### config.mk
export PLATFORM = sky130hd
export DESIGN_NAME = ad9826_cfg_sequencer_flat
export DESIGN_NICKNAME = d
export VERILOG_FILES = /design/src/rtl/ad9826_cfg_sequencer_if.sv /design/src/rtl/ad9826_cfg_sequencer.sv /design/src/flat_wrapper.sv
export SDC_FILE = /design/constraint.sdc
export NUM_CORES = 1
export LEC_CHECK = 0
export CAP_MARGIN = 20
export CELL_PAD_IN_SITES_DETAIL_PLACEMENT = 0
export CELL_PAD_IN_SITES_GLOBAL_PLACEMENT = 1
export CORE_MARGIN = 10
export CORE_UTILIZATION = 35
export CTS_CLUSTER_SIZE = 25
export DETAILED_ROUTE_END_ITERATION = 10
export PLACE_DENSITY = 0.77
export SYNTH_ARGS = -nofsm -noshare
export SYNTH_HDL_FRONTEND = slang
export SYNTH_SLANG_ARGS = --single-unit
### constraint.sdc
create_clock -name clk -period 2.4 [get_ports clk]
set_clock_uncertainty 0.1 [all_clocks]
set_input_delay 0.24 -clock clk [delete_from_list [all_inputs] [get_ports clk]]
set_output_delay 0.24 -clock clk [all_outputs]
set_load 0.1 [all_outputs]
### src/rtl/ad9826_cfg_sequencer_if.sv
// Host request/response bus of the AD9826 config sequencer.
// master: host side (valid/rw/addr/wdata out); slave: sequencer side (ready/rsp out).
interface ad9826_cfg_sequencer_if;
  logic       host_valid;
  logic       host_ready;
  logic       host_rw;
  logic [2:0] host_addr;
  logic [8:0] host_wdata;
  logic       rsp_valid;
  logic [8:0] rsp_data;

  modport master (
    output host_valid, host_rw, host_addr, host_wdata,
    input  host_ready, rsp_valid, rsp_data
  );

  modport slave (
    input  host_valid, host_rw, host_addr, host_wdata,
    output host_ready, rsp_valid, rsp_data
  );
endinterface

### src/rtl/ad9826_cfg_sequencer.sv
// AD9826 config sequencer: writes power-up table, then serves host requests.
// Ports: clk, rst_n, host (slave bus), init_done, cfg_error, engine side
// (ad_config_in, toggle, busy, ad_config_out, config_out_avail,
// config_out_recieved). Optional AD9826_SEQ_READBACK_EN: verify each
// table write with a readback.
module ad9826_cfg_sequencer #(
  parameter int          NUM_REGS       = 8,
  parameter logic [71:0] INIT_TABLE     = 72'h0,
  parameter int          STARTUP_CYCLES = 1024,
  parameter int          TIMEOUT_CYCLES = 4096
) (
  input  logic        clk,
  input  logic        rst_n,
  ad9826_cfg_sequencer_if.slave host,
  output logic        init_done,
  output logic        cfg_error,
  output logic [15:0] ad_config_in,
  output logic        toggle,
  input  logic        busy,
  input  logic [15:0] ad_config_out,
  input  logic        config_out_avail,
  output logic        config_out_recieved
);

  localparam int TMAX = (STARTUP_CYCLES > TIMEOUT_CYCLES) ?
                        STARTUP_CYCLES : TIMEOUT_CYCLES;
  localparam int TW = $clog2(TMAX + 1);

  typedef enum logic [2:0] {
    S_STARTUP, S_LOAD, S_REQ, S_XFER,
    S_RDACK, S_NEXT, S_IDLE, S_ERR
  } state_t;

  state_t        state_q, state_d;
  logic [TW-1:0] timer_q, timer_d;
  logic [2:0]    index_q, index_d;
  logic          verify_q, verify_d;
  logic          rw_q, rw_d;
  logic [2:0]    addr_q, addr_d;
  logic [8:0]    wdata_q, wdata_d;
  logic [15:0]   cfg_q, cfg_d;
  logic          toggle_q, toggle_d;
  logic          rcv_q, rcv_d;
  logic          host_ready_q, host_ready_d;
  logic          rsp_valid_q, rsp_valid_d;
  logic [8:0]    rsp_data_q, rsp_data_d;
  logic          init_done_q, init_done_d;
  logic          cfg_error_q, cfg_error_d;
  logic          busy_m_q, busy_s_q;
  logic          avail_m_q, avail_s_q;

  logic       cur_rw;
  logic [2:0] cur_addr;
  logic [8:0] cur_data;
  logic [8:0] tbl_val;
  logic       last;
  logic       timeout;
  logic       unused_cfg_out;

  assign tbl_val  = INIT_TABLE[9*int'(index_q) +: 9];
  // Init phase: verify_q selects the readback half of a table entry.
  assign cur_rw   = init_done_q ? rw_q : verify_q;
  assign cur_addr = init_done_q ? addr_q : index_q;
  assign cur_data = init_done_q ? wdata_q : tbl_val;
  assign last     = (index_q == 3'(NUM_REGS - 1));
  assign timeout  = (timer_q == TW'(TIMEOUT_CYCLES));
  assign unused_cfg_out = ^ad_config_out[15:9];

  always_ff @(posedge clk or negedge rst_n) begin
    if (!rst_n) begin
      state_q      <= S_STARTUP;
      timer_q      <= '0;
      index_q      <= '0;
      verify_q     <= 1'b0;
      rw_q         <= 1'b0;
      addr_q       <= '0;
      wdata_q      <= '0;
      cfg_q        <= '0;
      toggle_q     <= 1'b0;
      rcv_q        <= 1'b0;
      host_ready_q <= 1'b0;
      rsp_valid_q  <= 1'b0;
      rsp_data_q   <= '0;
      init_done_q  <= 1'b0;
      cfg_error_q  <= 1'b0;
      busy_m_q     <= 1'b0;
      busy_s_q     <= 1'b0;
      avail_m_q    <= 1'b0;
      avail_s_q    <= 1'b0;
    end else begin
      state_q      <= state_d;
      timer_q      <= timer_d;
      index_q      <= index_d;
      verify_q     <= verify_d;
      rw_q         <= rw_d;
      addr_q       <= addr_d;
      wdata_q      <= wdata_d;
      cfg_q        <= cfg_d;
      toggle_q     <= toggle_d;
      rcv_q        <= rcv_d;
      host_ready_q <= host_ready_d;
      rsp_valid_q  <= rsp_valid_d;
      rsp_data_q   <= rsp_data_d;
      init_done_q  <= init_done_d;
      cfg_error_q  <= cfg_error_d;
      busy_m_q     <= busy;
      busy_s_q     <= busy_m_q;
      avail_m_q    <= config_out_avail;
      avail_s_q    <= avail_m_q;
    end
  end

  always_comb begin
    state_d = state_q;
    unique case (state_q)
      S_STARTUP:
        if (timer_q == TW'(STARTUP_CYCLES - 1)) state_d = S_LOAD;
      S_LOAD: state_d = S_REQ;
      S_REQ:
        if (timeout) state_d = S_ERR;
        else if (busy_s_q) state_d = S_XFER;
      S_XFER:
        if (timeout) state_d = S_ERR;
        else if (cur_rw && avail_s_q) state_d = S_RDACK;
        else if (!cur_rw && !busy_s_q) state_d = S_NEXT;
      S_RDACK:
        if (timeout) state_d = S_ERR;
        else if (!busy_s_q) state_d = S_NEXT;
      S_NEXT:
        if (init_done_q) state_d = S_IDLE;
`ifdef AD9826_SEQ_READBACK_EN
        else if (!verify_q) state_d = S_LOAD;
        else if (rsp_data_q != tbl_val) state_d = S_ERR;
`endif
        else if (last) state_d = S_IDLE;
        else state_d = S_LOAD;
      S_IDLE:
        if (host.host_valid) state_d = S_LOAD;
      S_ERR: state_d = S_ERR;
      default: state_d = S_ERR;
    endcase
  end

  always_comb begin
    timer_d      = (state_d != state_q) ? '0 : timer_q + 1'b1;
    index_d      = index_q;
    verify_d     = verify_q;
    rw_d         = rw_q;
    addr_d       = addr_q;
    wdata_d      = wdata_q;
    cfg_d        = cfg_q;
    toggle_d     = toggle_q;
    rcv_d        = rcv_q;
    host_ready_d = 1'b0;
    rsp_valid_d  = 1'b0;
    rsp_data_d   = rsp_data_q;
    init_done_d  = init_done_q;
    cfg_error_d  = cfg_error_q;
    unique case (state_q)
      S_LOAD: begin
        cfg_d    = {cur_rw, cur_addr, 3'b000,
                    cur_rw ? 9'h000 : cur_data};
        toggle_d = 1'b1;
      end
      S_REQ:
        if (state_d != S_REQ) toggle_d = 1'b0;
      S_XFER:
        if (state_d == S_RDACK) begin
          rsp_data_d = ad_config_out[8:0];
          rcv_d      = 1'b1;
        end
      S_RDACK:
        if (state_d != S_RDACK) rcv_d = 1'b0;
      S_NEXT:
        if (init_done_q) begin
          rsp_valid_d = 1'b1;
          if (!rw_q) rsp_data_d = wdata_q;
        end else begin
`ifdef AD9826_SEQ_READBACK_EN
          verify_d = !verify_q;
          if (verify_q) begin
`endif
            if (last) begin
              init_done_d = 1'b1;
              index_d     = '0;
            end else begin
              index_d = index_q + 3'd1;
            end
`ifdef AD9826_SEQ_READBACK_EN
          end
`endif
        end
      S_IDLE:
        if (host.host_valid) begin
          host_ready_d = 1'b1;
          rw_d         = host.host_rw;
          addr_d       = host.host_addr;
          wdata_d      = host.host_wdata;
        end
      default: ;
    endcase
    if (state_d == S_ERR) begin
      cfg_error_d = 1'b1;
      toggle_d    = 1'b0;
      rcv_d       = 1'b0;
    end
  end

  assign host.host_ready     = host_ready_q;
  assign host.rsp_valid      = rsp_valid_q;
  assign host.rsp_data       = rsp_data_q;
  assign init_done           = init_done_q;
  assign cfg_error           = cfg_error_q;
  assign ad_config_in        = cfg_q;
  assign toggle              = toggle_q;
  assign config_out_recieved = rcv_q;

endmodule

### src/flat_wrapper.sv
// flat-port wrapper written by rule: the top's interface ports become plain ports
module ad9826_cfg_sequencer_flat 
#(
  parameter int          NUM_REGS       = 8,
  parameter logic [71:0] INIT_TABLE     = 72'h0,
  parameter int          STARTUP_CYCLES = 1024,
  parameter int          TIMEOUT_CYCLES = 4096
)
  (clk, rst_n, init_done, cfg_error, ad_config_in, toggle, busy, ad_config_out, config_out_avail, config_out_recieved, host_host_valid, host_host_rw, host_host_addr, host_host_wdata, host_host_ready, host_rsp_valid, host_rsp_data);
  ad9826_cfg_sequencer_if host_i ();
  input  logic clk;
  input  logic rst_n;
  output logic init_done;
  output logic cfg_error;
  output logic [15:0] ad_config_in;
  output logic toggle;
  input  logic busy;
  input  logic [15:0] ad_config_out;
  input  logic config_out_avail;
  output logic config_out_recieved;
  input wire logic [$bits(host_i.host_valid)-1:0] host_host_valid;
  input wire logic [$bits(host_i.host_rw)-1:0] host_host_rw;
  input wire logic [$bits(host_i.host_addr)-1:0] host_host_addr;
  input wire logic [$bits(host_i.host_wdata)-1:0] host_host_wdata;
  output wire logic [$bits(host_i.host_ready)-1:0] host_host_ready;
  output wire logic [$bits(host_i.rsp_valid)-1:0] host_rsp_valid;
  output wire logic [$bits(host_i.rsp_data)-1:0] host_rsp_data;
  assign host_i.host_valid = host_host_valid;
  assign host_i.host_rw = host_host_rw;
  assign host_i.host_addr = host_host_addr;
  assign host_i.host_wdata = host_host_wdata;
  assign host_host_ready = host_i.host_ready;
  assign host_rsp_valid = host_i.rsp_valid;
  assign host_rsp_data = host_i.rsp_data;
  ad9826_cfg_sequencer #(.NUM_REGS(NUM_REGS), .INIT_TABLE(INIT_TABLE), .STARTUP_CYCLES(STARTUP_CYCLES), .TIMEOUT_CYCLES(TIMEOUT_CYCLES)) u_core (.clk(clk), .rst_n(rst_n), .host(host_i), .init_done(init_done), .cfg_error(cfg_error), .ad_config_in(ad_config_in), .toggle(toggle), .busy(busy), .ad_config_out(ad_config_out), .config_out_avail(config_out_avail), .config_out_recieved(config_out_recieved));
endmodule
==> results.yml <==
outcome:
  outcome: "finished clean"
grt:
  grt_usage_pct: 12.5
  antenna_found_initial: 0
  grt_pass1_wl_mm: 13.2
  grt_start_max_net_pins: 27
  grt-ovfl-total: 0
  grt_pass1_vias: 2590
worst_setup_path:
  reg2reg_depth: 6
  crit_chain: "ha_1 > ha_2 > or4b_4 > a311o_1 > and3_1 > or2_1"
  cp-start-kind: "flip-flop"
  crit_slowest_cell: "or4b_4"
  path_class: "reg2reg"
  slowest_delay_ns: 0.49
  worstPathArrival_ns: 2.42
  endpoint_kind: "flip-flop"
  crit_cells: 6
  path_buf_inv: 0
  cp_max_fo: 4
  worst_ep_required_time_ns: 2.53
  cpLargestDelayFamily: "simple AND/OR/NAND/NOR gates"
flow_run:
  cap_violations: 0
cts:
  cts_tree: "done"
  cts_buffer_depth: 2
  clk_latency_ns: 0.35
  cts_num_sinks: 64
  numCtsBuffers: 9
  cts_root_buf: "clkbuf_8"
  clk_pin_slew_ns: 0.07
  h-tree-depth: 3
final_layout:
  fin_nets: 426
  final_common_cell: "nand2_1"
  syn2layout_area_growth_pct: 34.1
  final_util_pct: 48.8
  fin_area_mm2: 0.00407
  final_cell_mix: "74 x nand2_1, 62 x dfrtp_1, 55 x buf_4, 25 x clkdlybuf4s50_1, 24 x o21ai_0"
  drive_gt1_share_pct: 24.9
  antenna_cells: 0
  fillerInstances: 822
  stdcell_count: 498
logic_synthesis:
  synth_area_leader_cell: "dfrtp_1"
  yosys_warnings: 0
  synth-main-ff-cell: "dfrtp_1"
  synth_cell_type_count: 46
  yosysTopAreaCellShare_pct: 52.7
  async_flop_share_pct: 100
  synth_area_mm2: 0.00304
  synth-seq-cells: 64
  syn_avg_cell_area_um2: 9.83
  synthCells: 309
  seq_area_frac_synth_pct: 52.7
  synth_edf_count: 0
  netlist_top_cells_area: "dfrtp_1 53%, nand2_1 9.1%, nor4_2 4.1%"
floorplanning:
  die_w_um: 113
  rows: 33
  initial_core_util_pct: 36.4
  die_h_um: 113
  boundaryPins: 65
  die_area_mm2: 0.0128
  core_area_mm2: 0.00834
sta:
  worst_pin_slew_ns: 0.577
  slew_headroom_pct: 61.5
  hold_viol_final: 0
  drv_slew: 0
  setup_ws_ns: 0.112
  fin_crit_ns: 2.29
  fin_crit_sh_pct: 95.4
  setup_viol: 0
  hold_slack_ns: 0.232
  fmax_mhz: 437
power_and_ir_drop:
  power.leakage_nw: 1.89
  vdd_ir_drop_max_mv: 0.590
  p_per_area_mw_per_mm2: 1330
drt:
  wl_mm: 7.98
  via_count: 2453
  postRouteAntennaNets: 0
  vias_per_cell: 4.93
  dr.pass1.iters: 4
  drcViolationCount: 0
  routedWlPerCell_um: 16.0
  first_iter_violations: 102
placement:
  dp_cells: 477
  routabilityCongestion: 0.766
  hpwl_mm: 5.52
  pre_cts_slack_ns: -0.0406
  placedInstanceArea_mm2: 0.00376
  port_buffers: 54
min_path:
  hold_path_depth: 1
  min_path_type: "in2reg"
[worst register-to-register path: cells and delay by family, from the launching register on]
kind,cells,cell delay [ns]
AO/OA/AOI/OAI,1,0.37
adder cells (fa/ha/maj),2,0.40
flip-flops,1,0.41
AND/OR/NAND/NOR,3,0.90
[worst paths after layout]
path | start | endpoint | slack, ns
worst max-delay path | u_core.index_q[1] | u_core.cfg_error | 0.11
worst min-delay path | config_out_avail | u_core.avail_m_q | 0.23
worst max register to register | u_core.index_q[1] | u_core.cfg_error | 0.11
worst min register to register | u_core.avail_m_q | u_core.avail_s_q | 0.25
max in group asynchronous | rst_n | u_core.state_q[1] | 1.14
min in group asynchronous | rst_n | u_core.toggle | 0.32
[cells in the mapped netlist, drive strengths merged (2+ instances only)]
| library cell | instances |
|---|---|
| nand2 | 74 |
| dfrtp | 64 |
| o21ai | 33 |
| buf | 13 |
| nor2 | 13 |
| nor4 | 13 |
| mux2i | 12 |
| nand3 | 10 |
| xor2 | 7 |
| clkbuf | 6 |
| inv | 6 |
| a21oi | 5 |
| ha | 4 |
| nor3 | 4 |
| xnor2 | 4 |
| and3 | 3 |
| nand3b | 3 |
| nor2b | 3 |
| nor4b | 3 |
| o21a | 3 |
| or2 | 3 |
| a21o | 2 |
| mux2 | 2 |
| nand2b | 2 |
| o31ai | 2 |
[layer usage]
metal / vias up / global-route usage, % / routed length (um)
met5: - / 0 / 0
met4: 0 / 4.06 / 75
met3: 7 / 5.02 / 492
met2: 46 / 19.5 / 3870
met1: 1190 / 15.4 / 3540
li1: 1210 / - / -
[stage by stage]
stage / setup TNS [ns] / total power (W)
final: 0 / 0.00540
after CTS: 0 / 0.00536
after floorplan: 0 / 0.00346
after detailed placement: -0.273 / 0.00427
after global routing: -0.0148 / 0.00571
after global placement: -0.159 / 0.00422
[power by group]
group	total, W	internal [W]	switching [W]
combinational	0.00273	0.000888	0.00185
sequential	0.00160	0.00137	0.000231
clock	0.00107	0.000618	0.000448
[cell families after synthesis]
family                   synth area share (%)
AO/OA/AOI/OAI                            10.1
XOR/XNOR                                 3.17
adder cells (fa/ha/maj)                  1.65
buffers and inverters                    4.12
flip-flops                               52.7
multiplexers                             4.70
other                                   0.123
AND/OR/NAND/NOR                          23.4
[sequential cells by signal, indices dropped and copies added (netlist names), 3 cells and up]
name                  count
u_core.timer_q           13
u_core.wdata_q            9
u_core.addr_q             3
u_core.state_q            3
u_core.ad_config_in      13
u_core.host.rsp_data      9
u_core.index_q            3
[repair_timing]
item / 4_1_cts / 5_1_grt
endpoints found under the setup margin: 9 / 25
pin swaps: 0 / 1
resized for setup: 1 / 8
hold endpoints to repair: 22 / 0
hold buffers: 1 / 0
buffers inserted: 1 / 3
[layout make-up]
type                            count  area (um2)  share of cell area, %
Tap cell                          105         131                   3.23
Multi-Input combinational cell    222        1350                   33.2
Clock inverter                      6        91.3                   2.24
Timing Repair Buffer               85         729                   17.9
Sequential cell                    64        1610                   39.4
Inverter                            6        22.5                  0.553
Clock buffer                       10         138                   3.38
(Power assumes the default switching activity.)
